$ cat config.mk
export PLATFORM = sky130hd
export DESIGN_NAME = serial_subtractor
export DESIGN_NICKNAME = d
export VERILOG_FILES = /design/src/rtl/serial_subtractor_pkg.sv /design/src/rtl/serial_subtractor_full_subtractor.sv /design/src/rtl/serial_subtractor.sv
export SDC_FILE = /design/constraint.sdc
export NUM_CORES = 1
export LEC_CHECK = 0
export CAP_MARGIN = 20
export CORE_UTILIZATION = 52
export CTS_BUF_LIST = sky130_fd_sc_hd__clkbuf_2 sky130_fd_sc_hd__clkbuf_4 sky130_fd_sc_hd__clkbuf_8
export DETAILED_ROUTE_END_ITERATION = 8
export PLACE_DENSITY = 0.8
export SKIP_LAST_GASP = 1
export SLEW_MARGIN = 20
export SYNTH_ARGS = -nofsm -noshare
export SYNTH_HDL_FRONTEND = slang
export SYNTH_HIERARCHICAL = 1
export SYNTH_SLANG_ARGS = --single-unit
$ cat constraint.sdc
create_clock -name clk -period 4.11 [get_ports clk]
set_input_delay 0.411 -clock clk [delete_from_list [all_inputs] [get_ports clk]]
set_output_delay 0.411 -clock clk [all_outputs]
set_load 0.03 [all_outputs]
$ cat src/rtl/serial_subtractor_pkg.sv
// Shared constants and state encoding for the bit-serial subtractor.
package serial_subtractor_pkg;

    localparam int DEFAULT_WIDTH = 8;

    typedef enum logic [1:0] {
        ST_IDLE  = 2'd0,
        ST_SHIFT = 2'd1,
        ST_DONE  = 2'd2
    } state_t;

endpackage

$ cat src/rtl/serial_subtractor_full_subtractor.sv
// Gate-level full-subtractor cell: diff = a ^ b ^ b_in, borrow out when a < b + b_in.
module full_subtractor (
    output logic diff,
    output logic b_out,
    input  logic a,
    input  logic b,
    input  logic b_in
);

    logic w_axb;
    logic w_na;
    logic w_naxb;
    logic w_t0;
    logic w_t1;

    xor g_x0 (w_axb, a, b);
    xor g_x1 (diff, w_axb, b_in);
    not g_n0 (w_na, a);
    and g_a0 (w_t0, w_na, b);
    not g_n1 (w_naxb, w_axb);
    and g_a1 (w_t1, w_naxb, b_in);
    or  g_o0 (b_out, w_t0, w_t1);

endmodule

$ cat src/rtl/serial_subtractor.sv
// Bit-serial a - b, LSB first, one bit per clock through a single full-subtractor cell.
module serial_subtractor
    import serial_subtractor_pkg::*;
#(
    parameter int WIDTH = DEFAULT_WIDTH
) (
    input  logic             clk,
    input  logic             reset,
    input  logic             start,
    input  logic [WIDTH-1:0] a,
    input  logic [WIDTH-1:0] b,
    output logic             busy,
    output logic             done,
    output logic [WIDTH-1:0] diff,
    output logic             borrow_out,
    output logic             ovf
);

    localparam int             CW   = $clog2(WIDTH + 1);
    localparam logic [CW-1:0]  ONE  = CW'(1);
    localparam logic [CW-1:0]  LAST = CW'(WIDTH - 1);

    state_t           r_state;
    logic [WIDTH-1:0] r_ra;
    logic [WIDTH-1:0] r_rb;
    logic             r_sa;
    logic             r_sb;
    logic             r_borrow;
    logic [CW-1:0]    r_count;
    logic             r_busy;
    logic             r_done;
    logic [WIDTH-1:0] r_diff;
    logic             r_borrow_out;
    logic             r_ovf;
    logic             w_d;
    logic             w_bo;

    full_subtractor u_cell (
        .diff  (w_d),
        .b_out (w_bo),
        .a     (r_ra[0]),
        .b     (r_rb[0]),
        .b_in  (r_borrow)
    );

    // Result bits enter the vacated top of the minuend register, so r_ra doubles as the result shifter.
    always_ff @(posedge clk or posedge reset) begin
        if (reset) begin
            r_state      <= ST_IDLE;
            r_ra         <= {WIDTH{1'b0}};
            r_rb         <= {WIDTH{1'b0}};
            r_sa         <= 1'b0;
            r_sb         <= 1'b0;
            r_borrow     <= 1'b0;
            r_count      <= {CW{1'b0}};
            r_busy       <= 1'b0;
            r_done       <= 1'b0;
            r_diff       <= {WIDTH{1'b0}};
            r_borrow_out <= 1'b0;
            r_ovf        <= 1'b0;
        end else begin
            case (r_state)
                ST_IDLE: begin
                    r_done <= 1'b0;
                    if (start) begin
                        r_ra     <= a;
                        r_rb     <= b;
                        r_sa     <= a[WIDTH-1];
                        r_sb     <= b[WIDTH-1];
                        r_borrow <= 1'b0;
                        r_count  <= {CW{1'b0}};
                        r_busy   <= 1'b1;
                        r_state  <= ST_SHIFT;
                    end else begin
                        r_busy  <= 1'b0;
                        r_state <= ST_IDLE;
                    end
                end
                ST_SHIFT: begin
                    r_ra     <= {w_d, r_ra[WIDTH-1:1]};
                    r_rb     <= {1'b0, r_rb[WIDTH-1:1]};
                    r_borrow <= w_bo;
                    r_count  <= r_count + ONE;
                    if (r_count == LAST) begin
                        r_state      <= ST_DONE;
                        r_done       <= 1'b1;
                        r_diff       <= {w_d, r_ra[WIDTH-1:1]};
                        r_borrow_out <= w_bo;
                        r_ovf        <= (r_sa != r_sb) && (w_d != r_sa);
                    end else begin
                        r_state <= ST_SHIFT;
                    end
                end
                ST_DONE: begin
                    r_done  <= 1'b0;
                    r_busy  <= 1'b0;
                    r_state <= ST_IDLE;
                end
                default: begin
                    r_done  <= 1'b0;
                    r_busy  <= 1'b0;
                    r_state <= ST_IDLE;
                end
            endcase
        end
    end

    assign busy       = r_busy;
    assign done       = r_done;
    assign diff       = r_diff;
    assign borrow_out = r_borrow_out;
    assign ovf        = r_ovf;

endmodule

==> results of run 1 <==
## path summary, 6_finish.rpt
check / slack, ns / end / from / depth (start not counted)
min in group clk: 0.49 / r_rb[1] / r_rb[1] / 2
max: 2.18 / diff[6] / r_state[0] / 3
max in group asynchronous: 3.31 / r_rb[6] / reset / 3
min: 0.47 / diff[0] / reset / 3
min reg2reg: 0.49 / r_rb[1] / r_rb[1] / 2
max reg2reg: 2.18 / diff[6] / r_state[0] / 3
## layout by cell type (no fill, tap or decap), types with 2 or more instances in the layout
master	netlist	layout
dfrtp_1	37	37
clkdlybuf4s50_1	0	30
nand2_1	25	25
nor2_1	22	22
o22ai_1	11	11
mux2_4	9	9
clkbuf_4	0	6
a22oi_1	5	5
inv_1	4	4
o21ai_0	3	3
nand3_1	2	2
## stage by stage
stage          worst slack (ns)  cells  power (mW)    util
4_1_cts                   2.175    204       1.514  0.6891
3_3_place_gp              2.157    197       1.282  0.6683
3_5_place_dp              2.124    197       1.316  0.6683
6_report                  2.177    204       1.503  0.6891
5_1_grt                   2.097    204       1.620  0.6891
2_1_floorplan             2.615    142       1.121       -
## per-layer routing
metal  part of all wire  up-vias
met5                  0        -
met4             0.0056        0
met3              0.080        2
met2               0.48       46
met1               0.44      546
li1                   -      545
## state kept, by name, summed over array words and instances, names as in the netlist, 2 cells and up
signal   cells
diff         8
r_ra         8
r_rb         8
r_count      4
r_state      2
## worst min-delay path: stages
cell and delay (ns):
clkdlybuf4s50_1 0.39, inv_1 0.05, buf_4 0.39
## kinds of logic after synthesis
kind of cell	count (synthesis)
and+or+nand+nor	58
DFF	37
AOI/OAI and AO/OA	23
buffers and inverters	11
muxes	11
adders and majority gates	2
## report_power, final
| group | total [mW] | switching [mW] | internal, mW |
|---|---|---|---|
| sequential | 0.643 | 0.112 | 0.531 |
| combinational | 0.664 | 0.355 | 0.309 |
| clock | 0.196 | 0.109 | 0.0874 |
## final cells by class
cell class                 count  area share
multi-input combinational     94      0.3094
clock buffer                   7     0.03017
timing repair buffer          31      0.1579
tap                           31     0.01990
sequential                    37      0.4750
inverter                       4    0.007702
==> flow_metrics.env, run 1 <==
export IMPL_seq_area_um2=925.9
export IMPL_chipHeight_um=57.56
export IMPL_synth_commonest_cells="dfrtp_1 (37), nand2_1 (25), nor2_1 (22)"
export IMPL_crit_slowest_cell="nor2b_1"
export IMPL_worstPathRequired_ns=4.33
export IMPL_path_cells="nor2b_1 -> and2_4 -> mux2_2"
export IMPL_max_freq_ghz=0.5173
export IMPL_finalMaxSlewViolations=0
export IMPL_area_delta_synth_final_pct=21.43
export IMPL_drt_iter0_drc=31
export IMPL_synthCells=142
export IMPL_root_buffer="clkbuf_4"
export IMPL_fillers=230
export IMPL_rows=19
export IMPL_synth_xor_area_frac=0
export IMPL_num_vias=1139
export IMPL_fin_area_mm2=0.001949
export IMPL_arrival_ns=2.15
export IMPL_place_area_mm2=0.001891
export IMPL_grt_use_met1=0.2633
export IMPL_setup_violations=0
export IMPL_synth_top_area_cell="dfrtp_1"
export IMPL_synth_seq_cells=37
export IMPL_ys_warnings_count=6
export IMPL_cts_tree="yes"
export IMPL_clk_pin_slew_ns=0.10
export IMPL_multiInputGateArea_um2=603.1
export IMPL_cp_start_kind="flip-flop"
export IMPL_synth_avg_cell_area_um2=11.30
export IMPL_cp_top_family="simple AND/OR/NAND/NOR gates"
export IMPL_fin_skew_ns=0.004862
export IMPL_synthDistinctLibCells=30
export IMPL_power_density_mw_per_mm2=771.1
export IMPL_clock_sinks=37
export IMPL_grt_pass1_vias=1182
export IMPL_wl_per_cell_um=14.84
export IMPL_drcViolationCount=5
export IMPL_cts_setup_buffers=0
export IMPL_via_per_inst=5.583
export IMPL_critPathKind="reg -> reg"
export IMPL_core_area_mm2=0.002829
export IMPL_dr_pass1_iters=6
export IMPL_grt_overflow=0
export IMPL_slowest_delay_ns=0.62
export IMPL_hp_class="in -> async"
export IMPL_violations="design-rule violations"
export IMPL_fin_crit_sh=0.4703
export IMPL_synth_top_area_frac=0.5768
export IMPL_critPathMaxFanout=11
export IMPL_initial_core_util=0.5674
export IMPL_crit_buf_inv=0
export IMPL_status="finished with violations"
export IMPL_grt_usage=0.2137
export IMPL_synth_nets=163
export IMPL_synth_top_family_by_area="simple AND/OR/NAND/NOR gates"
export IMPL_synth_fa_ha_area_frac=0.02027
export IMPL_synth_compound_area_frac=0.09665
export IMPL_postCtsResizedCells=0
export IMPL_cp_end_kind="flip-flop"
export IMPL_met2_usage=0.3588
export IMPL_tightest_slew_ns=0.7177
export IMPL_cts_hold_buf=0
export IMPL_cts_htree_levels=2
export IMPL_portBuffers=30
export IMPL_die_w_um=57.56
export IMPL_synth_edf_count=0
export IMPL_antenna_found_initial=0
export IMPL_rsz0062_at_grt="no"
export IMPL_synthTopCellsByArea="dfrtp_1 (58%), mux2_4 (8.4%), nand2_1 (5.8%)"
export IMPL_gp_congestion=0.7343
export IMPL_synthSimpleGateAreaFrac=0.1613
export IMPL_irDropWorstVdd_mv=0.3886
export IMPL_tns_ns=0
export IMPL_io_pins=31
export IMPL_grt_pass1_wl_mm=5.244
export IMPL_min_period_ns=1.933
export IMPL_hold_viol=0
export IMPL_drive_above_1_share=0.1214
export IMPL_slew_headroom=0.5205
export IMPL_p_leak_nw=0.8972
export IMPL_synthMuxAreaShare=0.09743
export IMPL_cap_violations=0
export IMPL_diodes=0
export IMPL_ant_nets=0
export IMPL_clk_latency_ns=0.33
export IMPL_busiest_layer="met2"
export IMPL_dpl_hpwl_mm=2.060
export IMPL_numCtsBuffers=5
export IMPL_dieArea_mm2=0.003313
export IMPL_synth_area_mm2=0.001605
export IMPL_nNetsFinal=194
export IMPL_async_reset_ff_frac=1.000
export IMPL_use_met3=0.07710
export IMPL_ys_flop_type="dfrtp_1"
export IMPL_routed_wl_mm=3.028
export IMPL_yosysSeqAreaShare=0.5768
export IMPL_clk_path_buf_depth=2
export IMPL_worst_hold_slack_ns=0.4690
export IMPL_yosysMostFrequentCell="dfrtp_1"
export IMPL_grt_max_degree=38
No activity file was read; power rests on OpenSTA's default activity.
==> run 2, diff against run 1 <==
Settings changed: CORE_UTILIZATION 52 to 48, PLACE_DENSITY 0.8 to 0.78.
Clock period 4.11 ns to 1.65 ns, I/O delays scaled along.
==> run 2 against run 1 <==
- flip-flop and latch count unchanged
- via count increased by 5.3%
- fmax increased by 21%
- clock power increased to 2.6 times the previous value
- routed wire length increased by 11%
- setup slack got worse by 2.1 ns
- the flow now finishes without violations
- sequential power increased to 2.5 times the previous value
- first-iteration DRC count increased by 13%
- total power increased to 2.6 times the previous value
- critical path type unchanged
==> flow_metrics.env, run 2 (synthesis results as in run 1) <==
export IMPL_tightest_slew_ns=0.4588
export IMPL_critPathMaxFanout=4
export IMPL_cts_hold_buf=0
export IMPL_gp_congestion=0.7889
export IMPL_fin_crit_sh=0.9664
export IMPL_arrival_ns=1.83
export IMPL_min_period_ns=1.595
export IMPL_grt_max_degree=38
export IMPL_diodes=0
export IMPL_dpl_hpwl_mm=2.337
export IMPL_dr_pass1_iters=4
export IMPL_fillers=264
export IMPL_rrSetupSlack_ns=0.06
export IMPL_setup_violations=0
export IMPL_r2r_start="r_ra[0]"
export IMPL_worstPathRequired_ns=1.89
export IMPL_crit_slowest_cell="fa_1"
export IMPL_wl_per_cell_um=14.75
export IMPL_chipHeight_um=59.83
export IMPL_slowest_delay_ns=0.62
export IMPL_ant_nets=0
export IMPL_rows=20
export IMPL_drt_iter0_drc=35
export IMPL_grt_overflow=0
export IMPL_cp_top_family="adder cells"
export IMPL_cp_start_kind="flip-flop"
export IMPL_tns_ns=0
export IMPL_clock_sinks=37
export IMPL_finalMaxSlewViolations=0
export IMPL_rsz0062_at_grt="no"
export IMPL_finalPower_mw=3.891
export IMPL_final_cell_mix="dfrtp_1 (37), clkdlybuf4s50_1 (30), nand2_1 (25)"
export IMPL_area_delta_synth_final_pct=27.20
export IMPL_max_freq_ghz=0.6272
export IMPL_io_pins=31
export IMPL_numCtsBuffers=5
export IMPL_num_vias=1199
export IMPL_cts_htree_levels=2
export IMPL_slew_headroom=0.6942
export IMPL_core_area_mm2=0.003103
export IMPL_pre_cts_slack_ns=0.07372
export IMPL_cap_violations=0
export IMPL_grt_usage=0.2165
export IMPL_grt_pass1_wl_mm=5.457
export IMPL_r2r_end="ovf"
export IMPL_hp_class="in -> async"
export IMPL_grt_pass1_vias=1226
export IMPL_seq_area_um2=925.9
export IMPL_critPathKind="reg -> reg"
export IMPL_drive_above_1_share=0.1739
export IMPL_root_buffer="clkbuf_4"
export IMPL_nNetsFinal=204
export IMPL_hold_viol=0
export IMPL_clk_latency_ns=0.34
export IMPL_reg2reg_depth=4
export IMPL_cp_end_kind="flip-flop"
export IMPL_power_density_mw_per_mm2=1906
export IMPL_portBuffers=30
export IMPL_path_cells="fa_1 -> nand2b_1 -> o22ai_1 -> mux2_4"
export IMPL_die_w_um=59.83
export IMPL_multiInputGateArea_um2=610.6
export IMPL_initial_core_util=0.5173
export IMPL_postCtsResizedCells=0
export IMPL_via_per_inst=5.259
export IMPL_crit_buf_inv=0
export IMPL_dieArea_mm2=0.003580
export IMPL_drcViolationCount=0
export IMPL_clk_path_buf_depth=2
export IMPL_fin_skew_ns=0.0008438
export IMPL_routed_wl_mm=3.364
export IMPL_clk_pin_slew_ns=0.10
export IMPL_antenna_found_initial=0
export IMPL_cts_setup_buffers=0
export IMPL_layout_commonest_cell="dfrtp_1"
export IMPL_irDropWorstVdd_mv=0.9589
export IMPL_postLayoutSetupSlackWorst_ns=0.05550
export IMPL_cts_tree="yes"
export IMPL_p_leak_nw=0.9461
export IMPL_status="completed"
## run 2: cell types whose count changed in the layout (fill, tap and decap cells not counted)
cell and change:
buf_4 +9, clkbuf_4 +2, and2_2 +1, clkbuf_8 -1
## run 2: layout make-up
cell class	count	share of cell area
Multi-Input combinational cell	95	0.2990
Clock buffer	8	0.02941
Tap cell	44	0.02696
Sequential cell	37	0.4534
Inverter	4	0.007353
Timing Repair Buffer	40	0.1838
## run 2: worst min-delay path, cell delays in order
cell	delay (ns)
clkdlybuf4s50_1	0.40
inv_1	0.05
buf_4	0.40
## run 2: power by group
group	switching (mW)	internal, mW	leakage, nW	total, mW
clock	0.280	0.219	0.0368	0.500
combinational	0.920	0.862	0.470	1.78
sequential	0.288	1.32	0.439	1.61
total	1.49	2.40	0.946	3.89
## run 2: per-layer routing
metal	share of wire	vias to the layer above	track usage
li1	-	562	-
met5	0	-	0
met3	0.067	8	0.07792
met2	0.49	43	0.3730
met4	0.020	0	0.08970
met1	0.42	586	0.2408
## run 2: how the worst max path moves through the flow
stage               startpoint   to  slack (ns)  cells after the start
detailed placement     r_ra[0]  ovf        0.07                      4
CTS                    r_ra[0]  ovf        0.06                      4
global placement       r_ra[0]  ovf         0.1                      4
finish                 r_ra[0]  ovf        0.06                      4
global route           r_ra[0]  ovf       0.003                      4
floorplan              r_ra[0]  ovf        0.15                      4
## run 2: through the flow
step | util | std cells | hold slack (ns) | cell area [um^2]
floorplan | - | 142 | 0.2704 | 1605
CTS | 0.6556 | 227 | 0.2314 | 2034
detailed placement | 0.6363 | 219 | 0.4634 | 1974
global route | 0.6581 | 228 | 0.2400 | 2042
global placement | 0.6363 | 219 | 0.4540 | 1974
finish | 0.6581 | 228 | 0.2272 | 2042
==> run 3, diff against run 2 <==
Settings changed: CORE_MARGIN set to 2.
==> run 3 against run 2 <==
- final cell count shrank 0.44%
- sequential share of layout area decreased by 0.52 points
- setup slack better by 0.021 ns
- die area grew 6.8%
- utilization up 0.23 points
- total power grew 3.7%
- sequential power barely moved
- critical path depth unchanged
- first-iteration DRC count rose by 34%
- worst hold slack got worse by 0.019 ns
- critical path type unchanged
==> flow_metrics.env, run 3 (synthesis results as in run 1) <==
export IMPL_status="completed"
export IMPL_layout_commonest_cell="dfrtp_1"
export IMPL_clock_sinks=37
export IMPL_clk_pin_slew_ns=0.11
export IMPL_dr_max_layer_used="met4"
export IMPL_drt_iter0_drc=47
export IMPL_fin_area_mm2=0.002066
export IMPL_routed_wl_met2_mm=1.529
export IMPL_grt_pass1_wl_mm=5.285
export IMPL_tightest_slew_ns=0.4663
export IMPL_via_per_inst=5.313
export IMPL_clk_path_buf_depth=2
export IMPL_initial_core_util=0.5132
export IMPL_multiInputGateArea_um2=605.6
export IMPL_min_period_ns=1.573
export IMPL_antenna_found_initial=0
export IMPL_rows=20
export IMPL_setup_violations=0
export IMPL_dr_wl_met3_um=212
export IMPL_worstPathRequired_ns=1.89
export IMPL_cp_end_kind="flip-flop"
export IMPL_fin_skew_ns=0.006846
export IMPL_portBuffers=30
export IMPL_hp_class="in -> async"
export IMPL_slew_headroom=0.6891
export IMPL_die_w_um=61.83
export IMPL_drcViolationCount=0
export IMPL_diodes=0
export IMPL_io_pins=31
export IMPL_arrival_ns=1.81
export IMPL_irDropWorstVdd_mv=1.041
export IMPL_wl_met1_mm=1.341
export IMPL_root_buffer="clkbuf_4"
export IMPL_gp_congestion=0.7835
export IMPL_critPathMaxFanout=11
export IMPL_clk_latency_ns=0.35
export IMPL_final_cell_mix="dfrtp_1 (37), clkdlybuf4s50_1 (30), nand2_1 (25)"
export IMPL_cts_tree="yes"
export IMPL_cp_start_kind="flip-flop"
export IMPL_worstSetupStartpoint="r_count[0]"
export IMPL_r2r_end="diff[6]"
export IMPL_routed_wl_mm=3.160
export IMPL_reg2reg_depth=4
export IMPL_place_area_mm2=0.001974
export IMPL_r2r_start="r_count[0]"
export IMPL_p_leak_nw=0.9541
export IMPL_drive_above_1_share=0.1749
export IMPL_nNetsFinal=203
export IMPL_wl_per_cell_um=13.92
export IMPL_area_delta_synth_final_pct=28.68
export IMPL_num_vias=1206
export IMPL_seq_area_um2=925.9
export IMPL_cts_htree_levels=2
export IMPL_fillers=242
export IMPL_dpl_hpwl_mm=2.234
export IMPL_grt_pass1_vias=1188
export IMPL_rrSetupSlack_ns=0.08
export IMPL_grt_overflow=0
export IMPL_cap_violations=0
export IMPL_dr_pass1_iters=4
export IMPL_critPathKind="reg -> reg"
export IMPL_core_area_mm2=0.003128
export IMPL_dieArea_mm2=0.003823
export IMPL_max_freq_ghz=0.6356
export IMPL_endpoint="diff[6]"
export IMPL_chipHeight_um=61.83
export IMPL_fin_crit_sh=0.9536
export IMPL_finalMaxSlewViolations=0
export IMPL_power_density_mw_per_mm2=1953
export IMPL_tns_ns=0
export IMPL_rsz0062_at_grt="no"
export IMPL_grt_max_degree=38
export IMPL_cts_setup_buffers=0
export IMPL_grt_usage=0.1996
export IMPL_ant_nets=0
export IMPL_numCtsBuffers=5
export IMPL_hold_viol=0
export IMPL_pre_cts_slack_ns=0.06285
export IMPL_postLayoutSetupSlackWorst_ns=0.07657
==> run 3: cell count changes in the layout (fill, tap and decap cells not counted) <==
cell       change
fa_2           +1
clkbuf_8       +1
bufinv_16      +1
clkbuf_4       -2
fa_1           -1
and2_2         -1
==> run 3: layout make-up <==
type / count / share of cell area
Clock buffer: 7 / 0.02847
Clock inverter: 1 / 0.01454
Inverter: 4 / 0.007268
Multi-Input combinational cell: 94 / 0.2932
Sequential cell: 37 / 0.4482
Tap cell: 44 / 0.02665
Timing Repair Buffer: 40 / 0.1817
==> run 3: worst min-delay path by stage <==
stage | to | slack [ns] | cells after the start
2_1_floorplan | r_sa | 0.27 | 2
3_3_place_gp | r_count[3] | 0.45 | 1
3_5_place_dp | r_rb[4] | 0.46 | 2
4_1_cts | r_rb[1] | 0.22 | 3
5_1_grt | borrow_out | 0.26 | 3
6_report | diff[7] | 0.21 | 3
==> run 3: per-stage QoR <==
step	hold slack, ns	cells	power, mW	util
after global routing	0.2630	227	4.334	0.6604
after floorplan	0.2704	142	2.791	-
after detailed placement	0.4627	219	3.381	0.6312
after global placement	0.4526	219	3.298	0.6312
after CTS	0.2199	227	4.058	0.6596
final	0.2077	227	4.035	0.6604
==> run 3: timing repair <==
| item | in CTS | in global routing |
|---|---|---|
| resized for setup | 0 | 1 |
| endpoints found under the setup margin | 0 | 1 |
| hold buffers | 0 | 0 |
==> run 3: worst max-delay path, stage by stage (launching register included) <==
cell     delay [ns]
dfrtp_1        0.42
ha_1           0.20
and3b_1        0.21
and2_4         0.28
mux2_2         0.36
==> run 3: report_power, final <==
| part | leakage (nW) | switching [mW] | internal, mW |
|---|---|---|---|
| sequential | 0.439 | 0.278 | 1.32 |
| clock | 0.0489 | 0.295 | 0.378 |
| combinational | 0.466 | 0.896 | 0.867 |
==> run 3: per-layer routing <==
| metal | global-route usage | vias to the layer above |
|---|---|---|
| met1 | 0.2320 | 592 |
| met3 | 0.06418 | 7 |
| met4 | 0.1003 | 0 |
| li1 | - | 561 |
| met2 | 0.3323 | 46 |
| met5 | 0 | - |
